==> config.mk <==
export PLATFORM = sky130hd
export DESIGN_NAME = mode_switch_sequencer
export DESIGN_NICKNAME = d
export VERILOG_FILES = /design/src/rtl/mode_switch_sequencer.sv
export SDC_FILE = /design/constraint.sdc
export NUM_CORES = 1
export LEC_CHECK = 0
export CORE_UTILIZATION = 50
export CTS_CLUSTER_DIAMETER = 150
export DETAILED_ROUTE_END_ITERATION = 10
export HOLD_SLACK_MARGIN = 0.06
export PLACE_DENSITY = 0.77
export SLEW_MARGIN = 20
export SYNTH_ARGS = -nofsm -noshare
export SYNTH_HDL_FRONTEND = slang
export SYNTH_SLANG_ARGS = --single-unit
==> constraint.sdc <==
create_clock -name CLOCK_50 -period 2.4 [get_ports CLOCK_50]
set_clock_uncertainty 0.1 [all_clocks]
set_input_delay 0.24 -clock CLOCK_50 [delete_from_list [all_inputs] [get_ports CLOCK_50]]
set_output_delay 0.24 -clock CLOCK_50 [all_outputs]
set_load 0.02 [all_outputs]
==> src/rtl/mode_switch_sequencer.sv <==
// mode_switch_sequencer: debounced, pop-free distortion-mode changeover.
// Define MSEQ_SWITCH_COUNT_EN to add the switch_count[7:0] output.
module mode_switch_sequencer #(
    parameter int GW              = 16,
    parameter int RAMP_STEP       = 64,
    parameter int DEBOUNCE_CYCLES = 500000
) (
    input  logic          CLOCK_50,
    input  logic          reset_n,
    input  logic [1:0]    sw_raw,
    input  logic          sample_tick,
    output logic [1:0]    mode_out,
    output logic [GW-1:0] gain_out,
    output logic          busy,
    output logic          lcd_req,
    output logic [1:0]    lcd_mode,
    input  logic          lcd_ack
`ifdef MSEQ_SWITCH_COUNT_EN
    ,
    output logic [7:0]    switch_count
`endif
);

    localparam int CW = (DEBOUNCE_CYCLES > 1) ? $clog2(DEBOUNCE_CYCLES) : 1;
    localparam logic [CW-1:0] DB_LAST  = CW'(DEBOUNCE_CYCLES - 1);
    localparam logic [GW-1:0] GAIN_MAX = '1;
    localparam logic [GW-1:0] STEP     = GW'(RAMP_STEP);
    localparam logic [GW:0]   STEP_W   = (GW+1)'(RAMP_STEP);
    localparam logic [GW:0]   MAX_W    = {1'b0, GAIN_MAX};

    typedef enum logic [1:0] {
        IDLE,
        FADE_OUT,
        SWITCH,
        FADE_IN
    } state_t;

    logic [1:0]    sw_m_q, sw_m_d;
    logic [1:0]    sw_s_q, sw_s_d;
    logic [1:0]    sw_p_q, sw_p_d;
    logic [CW-1:0] cnt_q, cnt_d;
    logic [1:0]    db_q, db_d;
    state_t        state_q, state_d;
    logic [GW-1:0] gain_q, gain_d;
    logic [1:0]    pending_q, pending_d;
    logic          lcd_req_q, lcd_req_d;
    logic [1:0]    lcd_mode_q, lcd_mode_d;
    logic [GW:0]   gain_up;

    // Wide add so the fade-in saturates instead of wrapping.
    assign gain_up = {1'b0, gain_q} + STEP_W;

    // Synchroniser shift and stability counter; db follows a settled sw_s.
    always_comb begin
        sw_m_d = sw_raw;
        sw_s_d = sw_m_q;
        sw_p_d = sw_s_q;
        cnt_d  = cnt_q;
        db_d   = db_q;
        if (sw_s_q != sw_p_q) begin
            cnt_d = '0;
        end else if (cnt_q == DB_LAST) begin
            db_d = sw_s_q;
        end else begin
            cnt_d = cnt_q + 1'b1;
        end
    end

    // Changeover FSM: next state, gain ramp, mode commit, LCD request.
    always_comb begin
        state_d    = state_q;
        gain_d     = gain_q;
        pending_d  = pending_q;
        lcd_req_d  = lcd_req_q;
        lcd_mode_d = lcd_mode_q;
        if (lcd_ack && lcd_req_q) begin
            lcd_req_d = 1'b0;
        end
        unique case (state_q)
            IDLE: begin
                gain_d = GAIN_MAX;
                if (db_q != pending_q) begin
                    state_d = FADE_OUT;
                end
            end
            FADE_OUT: begin
                if (sample_tick) begin
                    gain_d = (gain_q > STEP) ? gain_q - STEP : '0;
                end
                if (db_q == pending_q) begin
                    state_d = FADE_IN;
                end else if (gain_q == '0) begin
                    state_d = SWITCH;
                end
            end
            SWITCH: begin
                pending_d  = db_q;
                lcd_mode_d = db_q;
                lcd_req_d  = 1'b1;
                state_d    = FADE_IN;
            end
            FADE_IN: begin
                if (sample_tick) begin
                    gain_d = (gain_up > MAX_W) ? GAIN_MAX : gain_up[GW-1:0];
                end
                if (db_q != pending_q) begin
                    state_d = FADE_OUT;
                end else if (gain_q == GAIN_MAX) begin
                    state_d = IDLE;
                end
            end
            default: begin
                state_d = SWITCH;
            end
        endcase
    end

    // State registers with synchronous active-low reset.
    always_ff @(posedge CLOCK_50) begin
        if (!reset_n) begin
            sw_m_q     <= '0;
            sw_s_q     <= '0;
            sw_p_q     <= '0;
            cnt_q      <= '0;
            db_q       <= '0;
            state_q    <= SWITCH;
            gain_q     <= '0;
            pending_q  <= '0;
            lcd_req_q  <= 1'b0;
            lcd_mode_q <= '0;
        end else begin
            sw_m_q     <= sw_m_d;
            sw_s_q     <= sw_s_d;
            sw_p_q     <= sw_p_d;
            cnt_q      <= cnt_d;
            db_q       <= db_d;
            state_q    <= state_d;
            gain_q     <= gain_d;
            pending_q  <= pending_d;
            lcd_req_q  <= lcd_req_d;
            lcd_mode_q <= lcd_mode_d;
        end
    end

    // The committed mode is the pending register; gain is muted during reset.
    assign mode_out = pending_q;
    assign gain_out = reset_n ? gain_q : '0;
    assign busy     = (state_q != IDLE);
    assign lcd_req  = lcd_req_q;
    assign lcd_mode = lcd_mode_q;

`ifdef MSEQ_SWITCH_COUNT_EN
    logic       first_q, first_d;
    logic [7:0] sc_q, sc_d;

    // Count user-initiated commits; the reset-exit commit is skipped.
    always_comb begin
        first_d = first_q;
        sc_d    = sc_q;
        if (state_q == SWITCH) begin
            first_d = 1'b0;
            if (!first_q && sc_q != 8'hFF) begin
                sc_d = sc_q + 8'd1;
            end
        end
    end

    // Switch counter registers.
    always_ff @(posedge CLOCK_50) begin
        if (!reset_n) begin
            first_q <= 1'b1;
            sc_q    <= '0;
        end else begin
            first_q <= first_d;
            sc_q    <= sc_d;
        end
    end

    assign switch_count = sc_q;
`endif

endmodule
==> results.toml <==
[floorplan]
die_h_um = 75.2
floorplan.die_area_sq_um = 5650
fp-row-count = 26
core_sq_um = 5140
start_util = 0.521
dieWidth_um = 75.2
pin_count = 28

[power]
pwr-share-seq = 0.359
p_clk_frac = 0.149
power.switching_mw = 1.43
p_leak_nw = 1.10
internal_power_mw = 1.68
pwr-share-comb = 0.491
switching_share = 0.458
pwr_density_cell_nw_per_um2 = 1020
peakVddDrop_v = 0.000668

[clocking]
cts_tree = "built"
clkTransAtPathRegs_ns = 0.09
cts-root-buf = "clkbuf_8"
cts_max_level = 2
clock-sinks = 43
numCtsBuffers = 5
clock_latency_ns = 0.30
clockBufferDepth = 2

[synthesis]
ys_types = 55
post_synth_inst_count = 329
ys_top_cells_by_area = "dfxtp_1 (32%), nor2_1 (5.2%), ha_1 (5.1%)"
synth-edff-count = 0
synth_most_common_cell = "dfxtp_1"
yosysSeqAreaShare = 0.321
avgSynthCellArea_sq_um = 8.14
synth_ff_type = "dfxtp_1"
synth-async-reset-ratio = 0
mappedNetlistArea_sq_um = 2680
ys_ff_latch = 43
syn_nets = 346
synth_common_cells = "dfxtp_1 (43), nor2_1 (37), a21oi_1 (23), nand2_1 (23), o21ai_0 (20)"
ys_warn_count = 0
yosysTopAreaCellShare = 0.321
yosysTopAreaCell = "dfxtp_1"

[global_route]
grt_pass1_wl_mm = 10.2
use_met3 = 0.0455
grt_use_met2 = 0.373
grt.overflow.total = 0
gr-usage-met1 = 0.337
top_usage_layer = "met2"
grt_pass1_vias = 2142
grt_util_all_layers = 0.241
grt_max_degree = 20
antenna_found_initial = 0

[detailed_routing]
drtPass1Iterations = 4
vias = 2402
drt-initial-drc-count = 292
via_per_inst = 5.75
wl_per_cell_um = 14.6
drcViolationCount = 0
drt-total-wl_mm = 6.11
ant_nets = 0

[critical_path]
slowest_stage = "dfxtp_2"
startpoint_type = "register"
cpPeakStageDelay_ns = 0.42
path_cells = "ha_2 > nand3_2 > nor2_4 > xnor2_1 > nor4_4 > a31oi_4 > a221oi_2"
cp.required_ns = 2.51
critPathTopFamily = "simple AND/OR/NAND/NOR gates"
path_max_fanout = 9
cp.arrival_ns = 2.40
path_buf_inv = 0
crit_type = "register to register"
setup.worst_path.end_class = "register"

[sta]
max_clock_freq_mhz = 437
hold_viol = 0
setup_violations = 0
rsz0062_at_grt = "true"
final_max_slew_viol_count = 0
max-slew-margin-rel = 0.655
finalSetupTns_ns = 0
tightestPinTransition_ns = 0.516
fin_crit_sh = 0.954
finalCriticalPeriod_ns = 2.29

[place]
gp_congestion = 0.949
port_buffers = 27
place_area_sq_um = 2960
place_hpwl_mm = 4.37

[flow_run]
maxCapViolCount = 0

[finish]
finalInstanceArea_sq_um = 3060
diodes = 0
nNetsFinal = 364
drive_above_1_share = 0.115
area_growth_pct = 14.3

[run_status]
status = "finished, final reports clean"

[hold_path]
hp-class = "register to register"
[power groups by stage]
stage               Combinational [mW]  Clock (mW)  Sequential (mW)
floorplan                         1.23           0            0.944
global placement                  1.47           0             1.11
detailed placement                1.49           0             1.12
CTS                               1.50       0.477             1.10
global route                      1.69       0.508             1.15
finish                            1.53       0.465             1.12
[cells in the final DEF, fill, tap and decap left out, drive strengths merged, types with 2 or more instances in the layout]
cell	synthesis	layout
buf	19	11
clkdlybuf4s50	0	27
o31a	2	2
a22o	2	2
and2	15	15
a31oi	7	7
o21ai	23	23
nor4b	2	2
or2	2	2
nor3	10	10
mux2i	7	7
dfxtp	43	43
or3	5	5
o41ai	2	2
nor4	4	4
a221oi	2	2
a311oi	2	2
inv	12	12
and3	5	5
xor2	10	10
xnor2	9	9
nand2	24	24
a21oi	23	23
nand3	13	13
clkbuf	8	5
nor2b	3	3
clkinvlp	0	2
nand4	7	7
nor2	39	39
ha	11	11
o21a	2	2
[flip-flops by register name, summed over array words and instances, names as in the netlist]
| register | count |
|---|---|
| db_q | 2 |
| state_q | 2 |
| gain_q | 11 |
| lcd_req | 1 |
| lcd_mode | 2 |
| cnt_q | 19 |
| sw_p_q | 2 |
| sw_p_d | 2 |
| sw_m_q | 2 |
[per-layer routing]
| metal | routed length (um) | share of wire |
|---|---|---|
| met5 | 0 | 0 |
| met2 | 2790 | 0.46 |
| met4 | 121 | 0.020 |
| met1 | 2650 | 0.43 |
| met3 | 552 | 0.090 |
[cell families after synthesis]
family | count (synthesis) | share of synthesized area
compound gates | 76 | 0.186
xor+xnor | 19 | 0.0621
fa+ha+maj | 11 | 0.0514
buf+inv | 39 | 0.0748
flops | 43 | 0.321
mux | 7 | 0.0262
simple gates | 134 | 0.278
[what timing repair did]
item	4_1_cts	5_1_grt
setup buffers	0	0
pin swaps	0	1
hold buffers	0	0
gates resized for setup	1	4
setup endpoints to repair	1	11
[cell type report]
| type | instances | area (sq um) |
|---|---|---|
| Clock buffer | 5 | 68.8 |
| Multi-Input combinational cell | 247 | 1620 |
| Inverter | 12 | 45.0 |
| Fill cell | 480 | 2080 |
| Tap cell | 70 | 87.6 |
| Sequential cell | 43 | 865 |
| Clock inverter | 3 | 20.0 |
| Timing Repair Buffer | 38 | 353 |
[final timing paths]
check / startpoint / endpoint / slack (ns) / depth (start not counted)
max: gain_q[7] / gain_q[6] / 0.11 / 7
min: sw_m_q[1] / sw_p_d[1] / 0.34 / 1
max reg2reg: gain_q[7] / gain_q[6] / 0.11 / 7
min reg2reg: sw_m_q[1] / sw_p_d[1] / 0.34 / 1
[metrics by stage]
stage / instances / hold slack (ns) / power, mW / worst slack [ns] / util
3_3_place_gp: 410 / 0.314 / 2.59 / 0.161 / 0.576
5_1_grt: 418 / 0.365 / 3.34 / -0.00849 / 0.595
6_report: 418 / 0.339 / 3.11 / 0.112 / 0.595
2_1_floorplan: 329 / 0.267 / 2.18 / 0.301 / -
4_1_cts: 418 / 0.340 / 3.08 / 0.0182 / 0.594
3_5_place_dp: 410 / 0.320 / 2.61 / 0.00851 / 0.576
No activity file was read; power rests on OpenSTA's default activity.
